<file path="src/rtl/flap_input_ctrl.sv">
// Flap request front end: PS/2 make/break parser plus debounced pushbutton, merged into one sticky flap flag.
// Latency: a FLAP_CODE strobe in cycle N sets flap_pending in N+1; a button press sets it about DEBOUNCE_CYCLES+3 cycles after the raw edge.
// Backpressure: none. Events that arrive during the holdoff window are dropped, not queued; flap_pending holds until flap_ack.
//
// Ports:
//   clock            system clock
//   reset            asynchronous reset, active high
//   ps2_key_data     received PS/2 byte, qualified by ps2_key_pressed
//   ps2_key_pressed  one-cycle strobe per received byte
//   button_n         raw pushbutton, active low, asynchronous to clock
//   flap_ack         one-cycle pulse: the pending flap has been consumed
//   flap_pending     sticky flap request
//   flap_word        {31'b0, flap_pending}, regfile write data for reg2
//   flap_count       accepted flaps since reset, wraps 255->0
//   key_held         FLAP_CODE currently held down, per make/break tracking
module flap_input_ctrl #(
  parameter logic [7:0] FLAP_CODE       = 8'h29,
  parameter int         DEBOUNCE_CYCLES = 500000,
  parameter int         HOLDOFF_CYCLES  = 2500000,
  parameter int         CNT_W           = 22
) (
  input  logic        clock,
  input  logic        reset,
  input  logic [7:0]  ps2_key_data,
  input  logic        ps2_key_pressed,
  input  logic        button_n,
  input  logic        flap_ack,
  output logic        flap_pending,
  output logic [31:0] flap_word,
  output logic [7:0]  flap_count,
  output logic        key_held
);

  localparam logic [7:0]       PS2_EXT   = 8'hE0;
  localparam logic [7:0]       PS2_BRK   = 8'hF0;
  localparam logic [CNT_W-1:0] DB_LAST   = CNT_W'(DEBOUNCE_CYCLES - 1);
  localparam logic [CNT_W-1:0] HOLD_LOAD = CNT_W'(HOLDOFF_CYCLES);
  localparam logic [CNT_W-1:0] CNT_ONE   = CNT_W'(1);

  typedef enum logic [1:0] {
    S_IDLE    = 2'd0,
    S_EXT     = 2'd1,
    S_BRK     = 2'd2,
    S_EXT_BRK = 2'd3
  } ps2_state_t;

  ps2_state_t       r_state;
  ps2_state_t       w_state_nxt;
  logic             w_kev;
  logic             w_held_set;
  logic             w_held_clr;
  logic             r_key_held;

  logic             r_sync1;
  logic             r_sync2;
  logic             r_btn_stable;
  logic [CNT_W-1:0] r_db_cnt;
  logic             r_bev;

  logic             w_accept;
  logic [CNT_W-1:0] r_holdoff;
  logic             r_pending;
  logic [7:0]       r_count;

  // ---------------------------------------------------------------------------
  // PS/2 parser. Only a fresh make of FLAP_CODE from IDLE is a key event;
  // typematic repeats arrive while key_held is already set and are ignored.
  // ---------------------------------------------------------------------------
  always_ff @(posedge clock or posedge reset) begin
    if (reset) begin
      r_state <= S_IDLE;
    end else begin
      r_state <= w_state_nxt;
    end
  end

  always_comb begin
    w_state_nxt = r_state;
    w_kev       = 1'b0;
    w_held_set  = 1'b0;
    w_held_clr  = 1'b0;
    if (ps2_key_pressed) begin
      case (r_state)
        S_IDLE: begin
          if (ps2_key_data == PS2_EXT) begin
            w_state_nxt = S_EXT;
          end else if (ps2_key_data == PS2_BRK) begin
            w_state_nxt = S_BRK;
          end else begin
            w_state_nxt = S_IDLE;
            if (ps2_key_data == FLAP_CODE) begin
              w_kev      = ~r_key_held;
              w_held_set = 1'b1;
            end
          end
        end
        // Extended keys share make codes with normal keys; swallow them.
        S_EXT: begin
          w_state_nxt = (ps2_key_data == PS2_BRK) ? S_EXT_BRK : S_IDLE;
        end
        S_BRK: begin
          w_state_nxt = S_IDLE;
          if (ps2_key_data == FLAP_CODE) begin
            w_held_clr = 1'b1;
          end
        end
        S_EXT_BRK: begin
          w_state_nxt = S_IDLE;
        end
        default: begin
          w_state_nxt = S_IDLE;
        end
      endcase
    end
  end

  always_ff @(posedge clock or posedge reset) begin
    if (reset) begin
      r_key_held <= 1'b0;
    end else if (w_held_set) begin
      r_key_held <= 1'b1;
    end else if (w_held_clr) begin
      r_key_held <= 1'b0;
    end
  end

  // ---------------------------------------------------------------------------
  // Button: two-flop synchronizer, then a debounce counter that runs only
  // while the synced level disagrees with the stable level. Any bounce back
  // to the stable level restarts the count. A press (stable 1->0) produces a
  // one-cycle event; a release produces nothing.
  // ---------------------------------------------------------------------------
  always_ff @(posedge clock or posedge reset) begin
    if (reset) begin
      r_sync1      <= 1'b1;
      r_sync2      <= 1'b1;
      r_btn_stable <= 1'b1;
      r_db_cnt     <= '0;
      r_bev        <= 1'b0;
    end else begin
      r_sync1 <= button_n;
      r_sync2 <= r_sync1;
      r_bev   <= 1'b0;
      if (r_sync2 == r_btn_stable) begin
        r_db_cnt <= '0;
      end else if (r_db_cnt == DB_LAST) begin
        r_btn_stable <= r_sync2;
        r_db_cnt     <= '0;
        r_bev        <= ~r_sync2;
      end else begin
        r_db_cnt <= r_db_cnt + CNT_ONE;
      end
    end
  end

  // ---------------------------------------------------------------------------
  // Merge, rate limit and pending flag. A key and a button event in the same
  // cycle count once. A new accept beats a simultaneous ack so no flap is lost.
  // ---------------------------------------------------------------------------
  assign w_accept = (w_kev | r_bev) & (r_holdoff == '0);

  always_ff @(posedge clock or posedge reset) begin
    if (reset) begin
      r_holdoff <= '0;
      r_count   <= 8'd0;
      r_pending <= 1'b0;
    end else begin
      if (w_accept) begin
        r_holdoff <= HOLD_LOAD;
        r_count   <= r_count + 8'd1;
      end else if (r_holdoff != '0) begin
        r_holdoff <= r_holdoff - CNT_ONE;
      end

      if (w_accept) begin
        r_pending <= 1'b1;
      end else if (flap_ack) begin
        r_pending <= 1'b0;
      end
    end
  end

  assign flap_pending = r_pending;
  assign flap_word    = {31'b0, r_pending};
  assign flap_count   = r_count;
  assign key_held     = r_key_held;

endmodule
</file>
<file path="config.mk">
export PLATFORM = sky130hd
export DESIGN_NAME = flap_input_ctrl
export DESIGN_NICKNAME = d
export VERILOG_FILES = /design/src/rtl/flap_input_ctrl.sv
export SDC_FILE = /design/constraint.sdc
export NUM_CORES = 1
export LEC_CHECK = 0
export BUFFER_PORTS_ARGS = -buffer_cell sky130_fd_sc_hd__buf_2
export CAP_MARGIN = 10
export CORE_ASPECT_RATIO = 1.1
export CORE_MARGIN = 1
export CORE_UTILIZATION = 35
export DETAILED_ROUTE_END_ITERATION = 8
export PLACE_DENSITY = 0.61
export REMOVE_ABC_BUFFERS = 1
export SLEW_MARGIN = 5
export SYNTH_ARGS = -nofsm -noshare
export SYNTH_HDL_FRONTEND = slang
export SYNTH_SLANG_ARGS = --single-unit
</file>
<file path="constraint.sdc">
create_clock -name clock -period 2.59 [get_ports clock]
set_input_delay 0.3885 -clock clock [delete_from_list [all_inputs] [get_ports clock]]
set_output_delay 0.3885 -clock clock [all_outputs]
set_load 0.02 [all_outputs]
</file>
# [Yosys cells after proc, flatten, opt, wreduce, memory -nomap -nowiden]
# Cells that the tools add are included.
[totals] rom_bits=0 ff_bits=60 in_bits=13 ramBits=0 latchBits=0 output_inout_bits=42 n_memories=0
[op_classes] bitwise_logic=5 n_mux=26 n_reduce_logical=8 div_mod_pow=0 n_lt_le_gt_ge=0 multipliers=0 n_eq_ne=8 addsub=3 n_shift=0
[op_table] cell="$mux 22" count=4
[op_table] cell="$add 22x1->22 const B" count=1
[op_table] cell="$eq 22x19->1 const B" count=1
[op_table] cell="$logic_not 22->1" count=1
[op_table] cell="$reduce_bool 22->1" count=1
[op_table] cell="$sub 22x1->22 const B" count=1
[op_table] cell="$mux 1" count=18
[op_table] cell="$eq 8x8->1 const B" count=2
[op_table] cell="$add 8x1->8 const B" count=1
[op_table] cell="$eq 8x6->1 const B" count=1
[op_table] cell="$mux 2" count=3
[op_table] cell="$pmux 2 s3" count=1
[op_table] cell="$reduce_bool 2->1" count=3
[op_table] cell="$eq 2x2->1 const B" count=2
[op_table] cell="$not 1->1" count=3
[op_table] cell="$eq 2x1->1 const B" count=1
[op_table] cell="$logic_not 2->1" count=1
[op_table] cell="$reduce_and 2->1" count=1
[op_table] cell="$reduce_or 2->1" count=1
[op_table] cell="$and 1x1->1" count=1
[op_table] cell="$eq 1x1->1" count=1
[op_table] cell="$or 1x1->1" count=1

# [Longest topological paths before layout]
# Gate-level depths: netlist of run 1.
[depth] word_depth=9 ltp_mapped=8 ltp_nobuf=7

# [Worst setup path before layout of run 1]
# Ideal clock, no wire load.
[synth_timing] path_kind="in2reg" startpoint="input port ps2_key_data[1]" endpoint="register r_count[1] (netlist: flap_count[1])" required_time_ns=2.465 cell_stages=4 slack_ns=0.503 t_arrival_ns=1.962 cell_sequence="or4b_1 -> o41ai_2 -> nor3b_4 -> mux2_2"
[synth_via] elab_chain_cells=8
[synth_lines] element="start: declaration" line="24" rtl="input logic [7:0] ps2_key_data,"
[synth_lines] element="$eq 8x6->1" line="91" rtl="if (ps2_key_data == FLAP_CODE) begin"
[synth_lines] element="$mux 1" line="91"
[synth_lines] element="$mux 1" line="87" rtl="end else if (ps2_key_data == PS2_BRK) begin"
[synth_lines] element="$mux 1 *" line="85" rtl="if (ps2_key_data == PS2_EXT) begin"
[synth_lines] element="$mux 1 *" line="83" rtl="case (r_state)"
[synth_lines] element="$mux 1 *" line="82" rtl="if (ps2_key_pressed) begin"
[synth_lines] element="$or 1x1->1 *" line="160" rtl="assign w_accept = (w_kev | r_bev) & (r_holdoff == '0);"
[synth_lines] element="$and 1x1->1 *" line="160"
[synth_lines] element="end signal: assignment" line="170" rtl="r_count <= r_count + 8'd1;"
[synth_lines] element="end: declaration" line="63" rtl="logic [7:0] r_count;"
# Mark *: on every way between the ends. The rest lies on a longest branch, timed or not.
# A chain may end at the register's enable or synchronous reset.

# [Final worst setup path of run 1]
[layout_timing] startpoint="register r_state[1]" endpoint="register r_count[1] (netlist: flap_count[1])"
[layout_via] elab_chain_cells=5
[layout_lines] element="start: declaration" line="47" rtl="ps2_state_t r_state;"
[layout_lines] element="start signal: assignment" line="73" rtl="r_state <= w_state_nxt;"
[layout_lines] element="$logic_not 2->1" line="83"
[layout_lines] element="$mux 1" line="83"
[layout_lines] element="$mux 1" line="82"
[layout_lines] element="$or 1x1->1" line="160"
[layout_lines] element="$and 1x1->1" line="160"
# Every way passes these cells.

==> impl_metrics.csv, run 1 <==
group,metric,value,unit
outcome,status,"complete, no violations",
synthesis,yosys.area_share.adder,1.201,%
synthesis,synth_xor_area_share,11.49,%
sta,setup_viol,0,
worst_setup_path,required,2.83,ns
worst_setup_path,critical_path.top_delay_family,"simple AND/OR/NAND/NOR gates",
cts,cts_resized,0,
synthesis,synth-simple-area-share,23.26,%
final_layout,antenna_cells,0,
pwr,p_clk_share,44.8,%
global_routing,grt.total_usage,13.00,%
final_layout,fin_area,3492,µm²
global_routing,grt_pass1_vias,2066,
cts,post_cts_buffers,0,
worst_setup_path,cp_max_fo,10,
detailed_routing,routedWlPerCell,11.91,µm
synthesis,synth_cells,308,
synthesis,ys_ff_latch,60,
floorplanning,die_h,101.1,µm
detailed_routing,ant_nets,0,
placed_design,dp_hpwl,3888,µm
synthesis,muxShareOfSynthArea,2.042,%
worst_setup_path,critPathMaxStageDelay,0.60,ns
synthesis,ys_types,49,
global_routing,grt_max_degree,36,
synthesis,yosysSeqAreaShare,48.16,%
detailed_routing,drtPass1Iterations,4,
worst_setup_path,timing.rr.start,"r_state[1]",
synthesis,synth_compound_area_share,3.963,%
detailed_routing,drt-initial-drc-count,60,
global_routing,grt_overflow,0,
sta,hold_violations,0,
floorplanning,start_util,36.60,%
sta,fin_crit_sh,86.85,%
pwr,ir_drop,0.2501,mV
floorplanning,die_w,92.10,µm
synthesis,synth_top_family_by_area,"simple AND/OR/NAND/NOR gates",
cts,cts_sinks,60,
cts,cts_made_buffers,9,
pwr,p_sw_share,25.48,%
sta,skew,0.01288,ns
cts,cts_root_buf,"clkbuf_8",
worst_setup_path,critPathLaunchType,"register",
worst_setup_path,rr_endpoint,"flap_count[1]",
worst_setup_path,cp_num_buf_inv,0,
worst_setup_path,crit_path_end_kind,"register",
synthesis,synth.avg_cell_area,10.15,µm²
detailed_routing,dr_total_vias,2094,
worst_setup_path,worst-r2r-setup-slack,0.34,ns
synthesis,synth_edf_count,0,
final_layout,layout.nets,358,
sta,slew_headroom,61.81,%
synthesis,syn_area,3125,µm²
final_layout,syn_to_final_growth,11.73,%
placed_design,gp_congestion,0.7419,
pwr,pwr-share-comb,5.1,%
pwr,p_seq_share,50.1,%
worst_setup_path,arrival,2.49,ns
min_path,hold_class,"in -> async",
pwr,p_per_area,543.3,nW/µm²
worst_setup_path,rr_worst_depth,4,
final_layout,instances_no_fill,458,
placed_design,port_buffers,23,
cts,cts_tree,"built",
pwr,p_switching,483.5,µW
placed_design,dpl.cell_count,442,
synthesis,ys_warn_count,0,
cts,clock_latency,0.35,ns
sta,rsz0062_at_grt,"no",
sta,tightest_slew,0.5721,ns
cts,hold_buffers,0,
floorplanning,core_area,8539,µm²
job,maxCapViolCount,0,
cts,htreeDepth,3,
worst_setup_path,critical_path_class,"reg -> reg",
worst_setup_path,cpMaxStageDelayCell,"or4b_1",
global_routing,antenna_found_initial,0,
sta,min_period,2.249,ns
synthesis,async_reset_ff_share,100.0,%
detailed_routing,viasPerCell,4.572,
sta,finalMaxSlewViolations,0,
floorplanning,ios,55,
pwr,p_leak,1.553,nW
cts,cts.reportedPaths.clkPinSlew,0.08,ns
floorplanning,rows,35,
final_layout,layout-drive-gt1-share,18.73,%
pwr,p_int,1.414,mW
placed_design,postPlaceCellArea,3293,µm²
cts,clock_path_buffers,2,
synthesis,synth_top_flop_cell,"dfrtp_1",
detailed_routing,wl,5456,µm
sta,max_freq,444.6,MHz
sta,setup_tns,0,ns
global_routing,grt_pass1_wl,9501,µm
worst_setup_path,path_cells,"or4b_1 -> o41ai_2 -> nor3b_4 -> mux2_2",
detailed_routing,route.detailed.drc,0,
floorplanning,die-area,9312,µm²
[power by group through the flow]
stage / clock, mW / combinational (mW) / sequential [mW]
final: 0.850 / 0.0969 / 0.951
after global routing: 0.918 / 0.110 / 0.952
after CTS: 0.876 / 0.0985 / 0.951
after detailed placement: 0 / 0.0982 / 0.969
after global placement: 0 / 0.0975 / 0.968
after floorplan: 0 / 0.0695 / 0.969
[per-stage QoR]
| step | hold WS, ns | util (%) | total power, mW | setup slack, ns |
|---|---|---|---|---|
| after detailed placement | 0.3603 | 38.56 | 1.067 | 0.2166 |
| final | 0.08895 | 40.89 | 1.897 | 0.3407 |
| after CTS | 0.1031 | 40.89 | 1.925 | 0.3228 |
| after floorplan | 0.3452 | - | 1.038 | 0.5032 |
| after global placement | 0.3558 | 38.56 | 1.066 | 0.2607 |
| after global routing | 0.1149 | 40.89 | 1.979 | 0.2346 |
[kinds of logic after synthesis]
logic type / count (synthesis)
flip-flops: 60
AND/OR/NAND/NOR: 131
XOR/XNOR: 41
other: 1
adder cells (fa/ha/maj): 3
multiplexers: 6
AO/OA/AOI/OAI: 17
buffers and inverters: 49
[registers in the layout, indices dropped and copies added, names as in the netlist]
signal	count
r_state	2
key_held	1
r_db_cnt	22
r_bev	1
r_sync2	1
r_btn_stable	1
flap_pending	1
r_holdoff	22
flap_count	8
r_sync1	1
[synthesized netlist by cell type, drive strengths merged (4+ instances only)]
master | n | area (µm²)
buf | 33 | 245.2
dfrtp | 57 | 1426
inv | 13 | 48.80
nand2 | 18 | 67.56
nand3 | 10 | 50.05
nand4 | 7 | 43.79
nor2 | 44 | 167.7
nor3 | 17 | 90.09
nor4 | 9 | 68.81
o21ai | 6 | 30.03
or3 | 4 | 25.02
xnor2 | 27 | 236.5
xor2 | 14 | 122.6
[worst max-delay path by stage]
stage | startpoint | to | depth (start not counted)
global route | r_state[1] | flap_count[3] | 5
detailed placement | ps2_key_data[1] | flap_count[1] | 5
finish | r_state[1] | flap_count[1] | 4
floorplan | ps2_key_data[1] | flap_count[1] | 4
CTS | r_state[1] | flap_count[1] | 4
global placement | ps2_key_data[1] | flap_count[1] | 5
[worst register-to-register path, delay by kind of cell, from the launching register on]
family	cells	cell delay, ns
muxes	1	0.38
AOI/OAI and AO/OA	1	0.30
DFF	1	0.39
and+or+nand+nor	2	1.08
[final cells by class]
cell class,instances,area [µm²]
fillers,842,5047
flip-flops and latches,60,1505
multi-input cells,229,1428
repair buffers,29,172.7
well taps,111,138.9
clock buffers,9,123.9
clock inverters,7,75.07
inverters,13,48.80
[routing by layer]
metal / global-route usage [%] / wire length [µm]
met3: 4.072 / 176
met4: 4.688 / 87
met5: 0 / 0
met2: 20.95 / 2529
met1: 16.53 / 2663
[cells in the final DEF, fill, tap and decap left out, types with 2 or more instances in the layout]
master     n
clkinv_2   2
nor3_1    16
clkinv_4   2
clkbuf_8   9
xnor2_1   27
mux2_2     3
o31ai_1    2
nor2b_1    2
nor4b_1    2
and3_1     3
nor4_1     7
inv_1     12
dfstp_2    3
o21ai_0    6
inv_6      2
conb_1    31
nor2_1    43
a21oi_1    2
buf_4      5
nand4_1    7
nand3_1   10
mux2i_1    3
xor2_1    14
nand2_1   18
or3_1      4
buf_2     23
nor4_2     2
dfrtp_1   57
ha_1       3
or2_2      2
Power figures use the tool's default switching activity.
==> inputs of run 2 (changes only) <==
CTS_BUF_LIST = sky130_fd_sc_hd__clkbuf_8   (was not set)
MAX_ROUTING_LAYER = met4   (was not set)
==> run 2 against run 1 <==
  * Fmax about the same
  * Clock power about the same
  * Critical endpoint unchanged
  * Critical path type unchanged
  * Sequential cell count unchanged
  * First-iteration DRC count up 1.7%
  * Via count up 0.14%
  * Largest cell class unchanged
  * Non-clock buffer count unchanged
  * Critical path depth unchanged
  * Routed wire length down 0.40%
  * Setup slack better by 0.00092 ns
==> impl_metrics.csv, run 2 (same netlist as run 1, synthesis figures left out) <==
group,metric,value,unit
outcome,status,"complete, no violations",
worst_setup_path,critical_path.top_delay_family,"simple AND/OR/NAND/NOR gates",
sta,rsz0062_at_grt,"no",
global_routing,grt_overflow,0,
sta,setup_viol,0,
final_layout,postLayoutCoreUtil,40.89,%
worst_setup_path,cp_max_fo,10,
worst_setup_path,cpMaxStageDelayCell,"or4b_1",
job,maxCapViolCount,0,
cts,cts_root_buf,"clkbuf_8",
cts,htreeDepth,3,
sta,tightest_slew,0.5706,ns
worst_setup_path,worst-r2r-setup-slack,0.34,ns
worst_setup_path,crit_path_end_kind,"register",
sta,slew_headroom,61.90,%
cts,clock_path_buffers,2,
pwr,p_switching,480.9,µW
final_layout,layout-drive-gt1-share,18.73,%
worst_setup_path,arrival,2.49,ns
final_layout,syn_to_final_growth,11.73,%
global_routing,use_met1,16.58,%
worst_setup_path,path_cells,"or4b_1 -> o41ai_2 -> nor3b_4 -> mux2_2",
global_routing,use_met2,20.95,%
worst_setup_path,critPathMaxStageDelay,0.60,ns
placed_design,gp_congestion,0.7512,
pwr,p_leak,1.553,nW
pwr,p_sw_share,25.38,%
pwr,p_per_area,542.6,nW/µm²
worst_setup_path,critPathLaunchType,"register",
cts,cts_resized,0,
pwr,p_int,1.414,mW
sta,skew,0.01321,ns
worst_setup_path,cp.depth,4,
pwr,ir_drop,0.2490,mV
floorplanning,die_w,92.10,µm
cts,cts.reportedPaths.clkPinSlew,0.08,ns
global_routing,busiest_layer,"met2",
pwr,p_clk_share,44.7,%
global_routing,grt_max_degree,36,
sta,fin_crit_sh,86.81,%
cts,hold_buffers,0,
cts,clock_latency,0.35,ns
final_layout,register_area,1505,µm²
placed_design,dp_hpwl,3888,µm
cts,post_cts_buffers,0,
pwr,p_seq_share,50.2,%
floorplanning,start_util,36.60,%
floorplanning,die-area,9312,µm²
worst_setup_path,cp_num_buf_inv,0,
final_layout,multi_input_area,1428,µm²
sta,setup_tns,0,ns
detailed_routing,drt-initial-drc-count,61,
sta,finalMaxSlewViolations,0,
global_routing,grt_pass1_vias,2061,
floorplanning,ios,55,
sta,max_freq,444.8,MHz
global_routing,antenna_found_initial,0,
global_routing,grt_pass1_wl,9522,µm
final_layout,layout.nets,358,
global_routing,grt_use_met3,4.072,%
detailed_routing,route.detailed.drc,0,
worst_setup_path,rr_worst_depth,4,
final_layout,fillers,842,
final_layout,most-common-layout-cells,"dfrtp_1, nor2_1, conb_1, xnor2_1, buf_2",
worst_setup_path,critical_path_class,"reg -> reg",
floorplanning,rows,35,
cts,cts_sinks,60,
min_path,hold_class,"in -> async",
worst_setup_path,required,2.83,ns
detailed_routing,routedWlPerCell,11.86,µm
detailed_routing,wl,5434,µm
sta,hold_violations,0,
cts,cts_tree,"built",
cts,cts_made_buffers,9,
sta,min_period,2.248,ns
final_layout,final_common_cell,"dfrtp_1",
final_layout,antenna_cells,0,
pwr,pwr-share-comb,5.1,%
detailed_routing,ant_nets,0,
floorplanning,die_h,101.1,µm
floorplanning,core_area,8539,µm²
detailed_routing,drtPass1Iterations,4,
global_routing,grt.total_usage,13.44,%
detailed_routing,viasPerCell,4.579,
detailed_routing,dr_total_vias,2097,
placed_design,port_buffers,23,
run 2: power groups by stage:
stage | sequential, mW | combinational, mW | clock (mW)
floorplan | 0.969 | 0.0695 | 0
global placement | 0.968 | 0.0975 | 0
detailed placement | 0.969 | 0.0982 | 0
CTS | 0.951 | 0.0985 | 0.876
global route | 0.952 | 0.110 | 0.918
finish | 0.951 | 0.0969 | 0.847
run 2: layout make-up:
class / instances / share of cell area, %
inverters: 13 / 1.397
flip-flops and latches: 60 / 43.10
clock inverters: 7 / 2.150
well taps: 111 / 3.977
repair buffers: 29 / 4.944
clock buffers: 9 / 3.547
multi-input cells: 229 / 40.88
run 2: worst register-to-register path: cells and delay by family (launching register included):
kind	cells	cell delay (ns)
muxes	1	0.38
and+or+nand+nor	2	1.08
DFF	1	0.39
AOI/OAI and AO/OA	1	0.30
run 2: layer usage:
| metal | vias to the layer above | wire length (µm) |
|---|---|---|
| li1 | 1057 | - |
| met1 | 990 | 2657 |
| met2 | 39 | 2512 |
| met4 | 0 | 95 |
| met5 | - | 0 |
| met3 | 11 | 168 |
run 2: through the flow:
step	hold WS (ns)	power [mW]	cell area, µm²	setup WS [ns]	cells
final	0.08935	1.895	3492	0.3416	458
after global routing	0.1150	1.979	3492	0.2347	458
after CTS	0.1031	1.925	3492	0.3228	458
after detailed placement	0.3603	1.067	3293	0.2166	442
after global placement	0.3558	1.066	3293	0.2607	442
after floorplan	0.3452	1.038	2982	0.5032	302
run 2: final timing paths:
path,end,startpoint
max,flap_count[1],r_state[1]
min,r_db_cnt[16],reset
max reg2reg,flap_count[1],r_state[1]
min reg2reg,r_sync2,r_sync1
max in group asynchronous,r_holdoff[3],reset
min in group clock,r_sync1,button_n
==> inputs of run 3 (changes only) <==
CORE_UTILIZATION = 55   (was 35)
PLACE_DENSITY = 0.86   (was 0.61)
==> run 3 against run 2 <==
  * Clock skew is 0.0039 ns lower
  * Final cell count decreased by 8.3%
  * Critical path depth is the same
  * Setup slack got worse by 0.034 ns
  * Critical endpoint unchanged
==> impl_metrics.csv, run 3 (same netlist as run 1, synthesis figures left out) <==
group,metric,value,unit
floorplanning,rows,28,
cts,cts_made_buffers,9,
floorplanning,die_h,81.07,µm
floorplanning,die_w,73.88,µm
global_routing,grt_max_degree,61,
cts,cts_root_buf,"clkbuf_8",
placed_design,postPlaceCellArea,3221,µm²
global_routing,grt_use_met3,5.583,%
worst_setup_path,cpMaxStageDelayCell,"nor3b_4",
worst_setup_path,worstSetupStartpoint,"r_holdoff[6]",
global_routing,busiest_layer,"met2",
sta,finalMaxSlewViolations,0,
final_layout,layout-drive-gt1-share,18.26,%
cts,clock_latency,0.34,ns
detailed_routing,dr_total_vias,2167,
pwr,p_int,1.302,mW
detailed_routing,wl,4914,µm
cts,clock_path_buffers,2,
pwr,p_per_area,519.5,nW/µm²
floorplanning,core_area,5430,µm²
worst_setup_path,critPathLaunchType,"register",
final_layout,syn_to_final_growth,8.407,%
detailed_routing,drtPass1Iterations,4,
global_routing,grt_overflow,0,
worst_setup_path,required,2.82,ns
sta,min_period,2.282,ns
placed_design,post-place-ws,0.2498,ns
pwr,p_sw_share,26.01,%
worst_setup_path,critical_path_class,"reg -> reg",
sta,slew_headroom,52.66,%
worst_setup_path,timing.rr.start,"r_holdoff[6]",
sta,tightest_slew,0.7102,ns
sta,setup_tns,0,ns
final_layout,fin_area,3388,µm²
min_path,min_from,"button_n",
cts,post_cts_buffers,0,
floorplanning,ios,55,
worst_setup_path,arrival,2.51,ns
worst_setup_path,cp_max_fo,10,
cts,cts_resized,0,
detailed_routing,viasPerCell,5.160,
worst_setup_path,rr_endpoint,"flap_count[1]",
sta,finalWorstSetupSlack,0.3081,ns
global_routing,use_met2,31.83,%
final_layout,postLayoutCoreUtil,62.40,%
outcome,status,"complete, no violations",
final_layout,layout.nets,356,
min_path,hold_class,"in -> reg",
worst_setup_path,rr_worst_depth,4,
placed_design,dp_hpwl,3441,µm
global_routing,use_met1,20.44,%
cts,hold_buffers,0,
final_layout,antenna_cells,0,
final_layout,final_common_cell,"dfrtp_1",
cts,cts_sinks,60,
pwr,p_clk_share,40.8,%
worst_setup_path,critPathMaxStageDelay,0.50,ns
job,maxCapViolCount,0,
detailed_routing,ant_nets,0,
placed_design,port_buffers,23,
sta,rsz0062_at_grt,"no",
worst_setup_path,crit_path_end_kind,"register",
global_routing,antenna_found_initial,0,
detailed_routing,routedWlPerCell,11.70,µm
floorplanning,start_util,57.56,%
cts,cts.reportedPaths.clkPinSlew,0.07,ns
worst_setup_path,endpoint,"flap_count[1]",
sta,setup_viol,0,
final_layout,most-common-layout-cells,"dfrtp_1, nor2_1, conb_1, xnor2_1, buf_2",
worst_setup_path,path_cells,"nor4_1 -> nand4b_2 -> nor3b_4 -> mux2_2",
worst_setup_path,worst-r2r-setup-slack,0.31,ns
placed_design,gp_congestion,0.7848,
pwr,pwr-share-comb,5.2,%
global_routing,grt.total_usage,18.80,%
pwr,p_switching,457.9,µW
cts,htreeDepth,3,
sta,skew,0.009343,ns
detailed_routing,route.detailed.drc,0,
cts,cts_tree,"built",
pwr,p_leak,1.520,nW
floorplanning,die-area,5989,µm²
global_routing,grt_pass1_vias,1952,
sta,hold_violations,0,
global_routing,grt_pass1_wl,8142,µm
sta,fin_crit_sh,88.10,%
pwr,ir_drop,0.3812,mV
detailed_routing,drt-initial-drc-count,116,
pwr,p_seq_share,54.0,%
sta,max_freq,438.2,MHz
==> run 3: cell count changes in the layout (fill, tap and decap cells not counted), sizes merged <==
cell | previous run | this run
bufinv | 1 | 0
buf | 29 | 27
clkinv | 4 | 5
clkinvlp | 0 | 2
inv | 15 | 13
==> run 3: layout make-up <==
type	count	area, µm²
Clock buffer	9	123.9
Clock inverter	7	43.79
Fill cell	444	2042
Inverter	13	48.80
Multi-Input combinational cell	229	1428
Sequential cell	60	1505
Tap cell	75	93.84
Timing Repair Buffer	27	145.1
==> run 3: critical path, delay by kind of cell, from the launching register on <==
family,cells,cell delay (ns)
flops,1,0.43
mux,1,0.39
simple gates,3,1.35
==> run 3: through the flow <==
| stage | cells | power [mW] | hold WS [ns] |
|---|---|---|---|
| after CTS | 420 | 1.778 | 0.1420 |
| after global routing | 420 | 1.834 | 0.1361 |
| after detailed placement | 404 | 1.061 | 0.3513 |
| final | 420 | 1.760 | 0.1545 |
| after floorplan | 302 | 1.038 | 0.3452 |
| after global placement | 404 | 1.059 | 0.3467 |
==> run 3: worst min path at each step <==
stage                         end  slack [ns]  depth (start not counted)
after floorplan           r_sync2        0.35                          0
after global placement    r_sync2        0.35                          0
after detailed placement  r_sync2        0.35                          0
after CTS                 r_sync1        0.14                          1
after global routing      r_sync1        0.14                          1
final                     r_sync1        0.15                          1
==> run 3: power by group through the flow <==
stage	clock network [mW]	logic [mW]	registers (mW)
finish	0.718	0.0919	0.951
global route	0.779	0.104	0.951
CTS	0.734	0.0928	0.951
detailed placement	0	0.0927	0.968
global placement	0	0.0913	0.968
floorplan	0	0.0695	0.969
==> run 3: layer usage <==
layer	wire length, µm	vias up
met5	0	-
met4	78	0
met3	199	7
met2	2431	65
met1	2206	1044
li1	-	1051
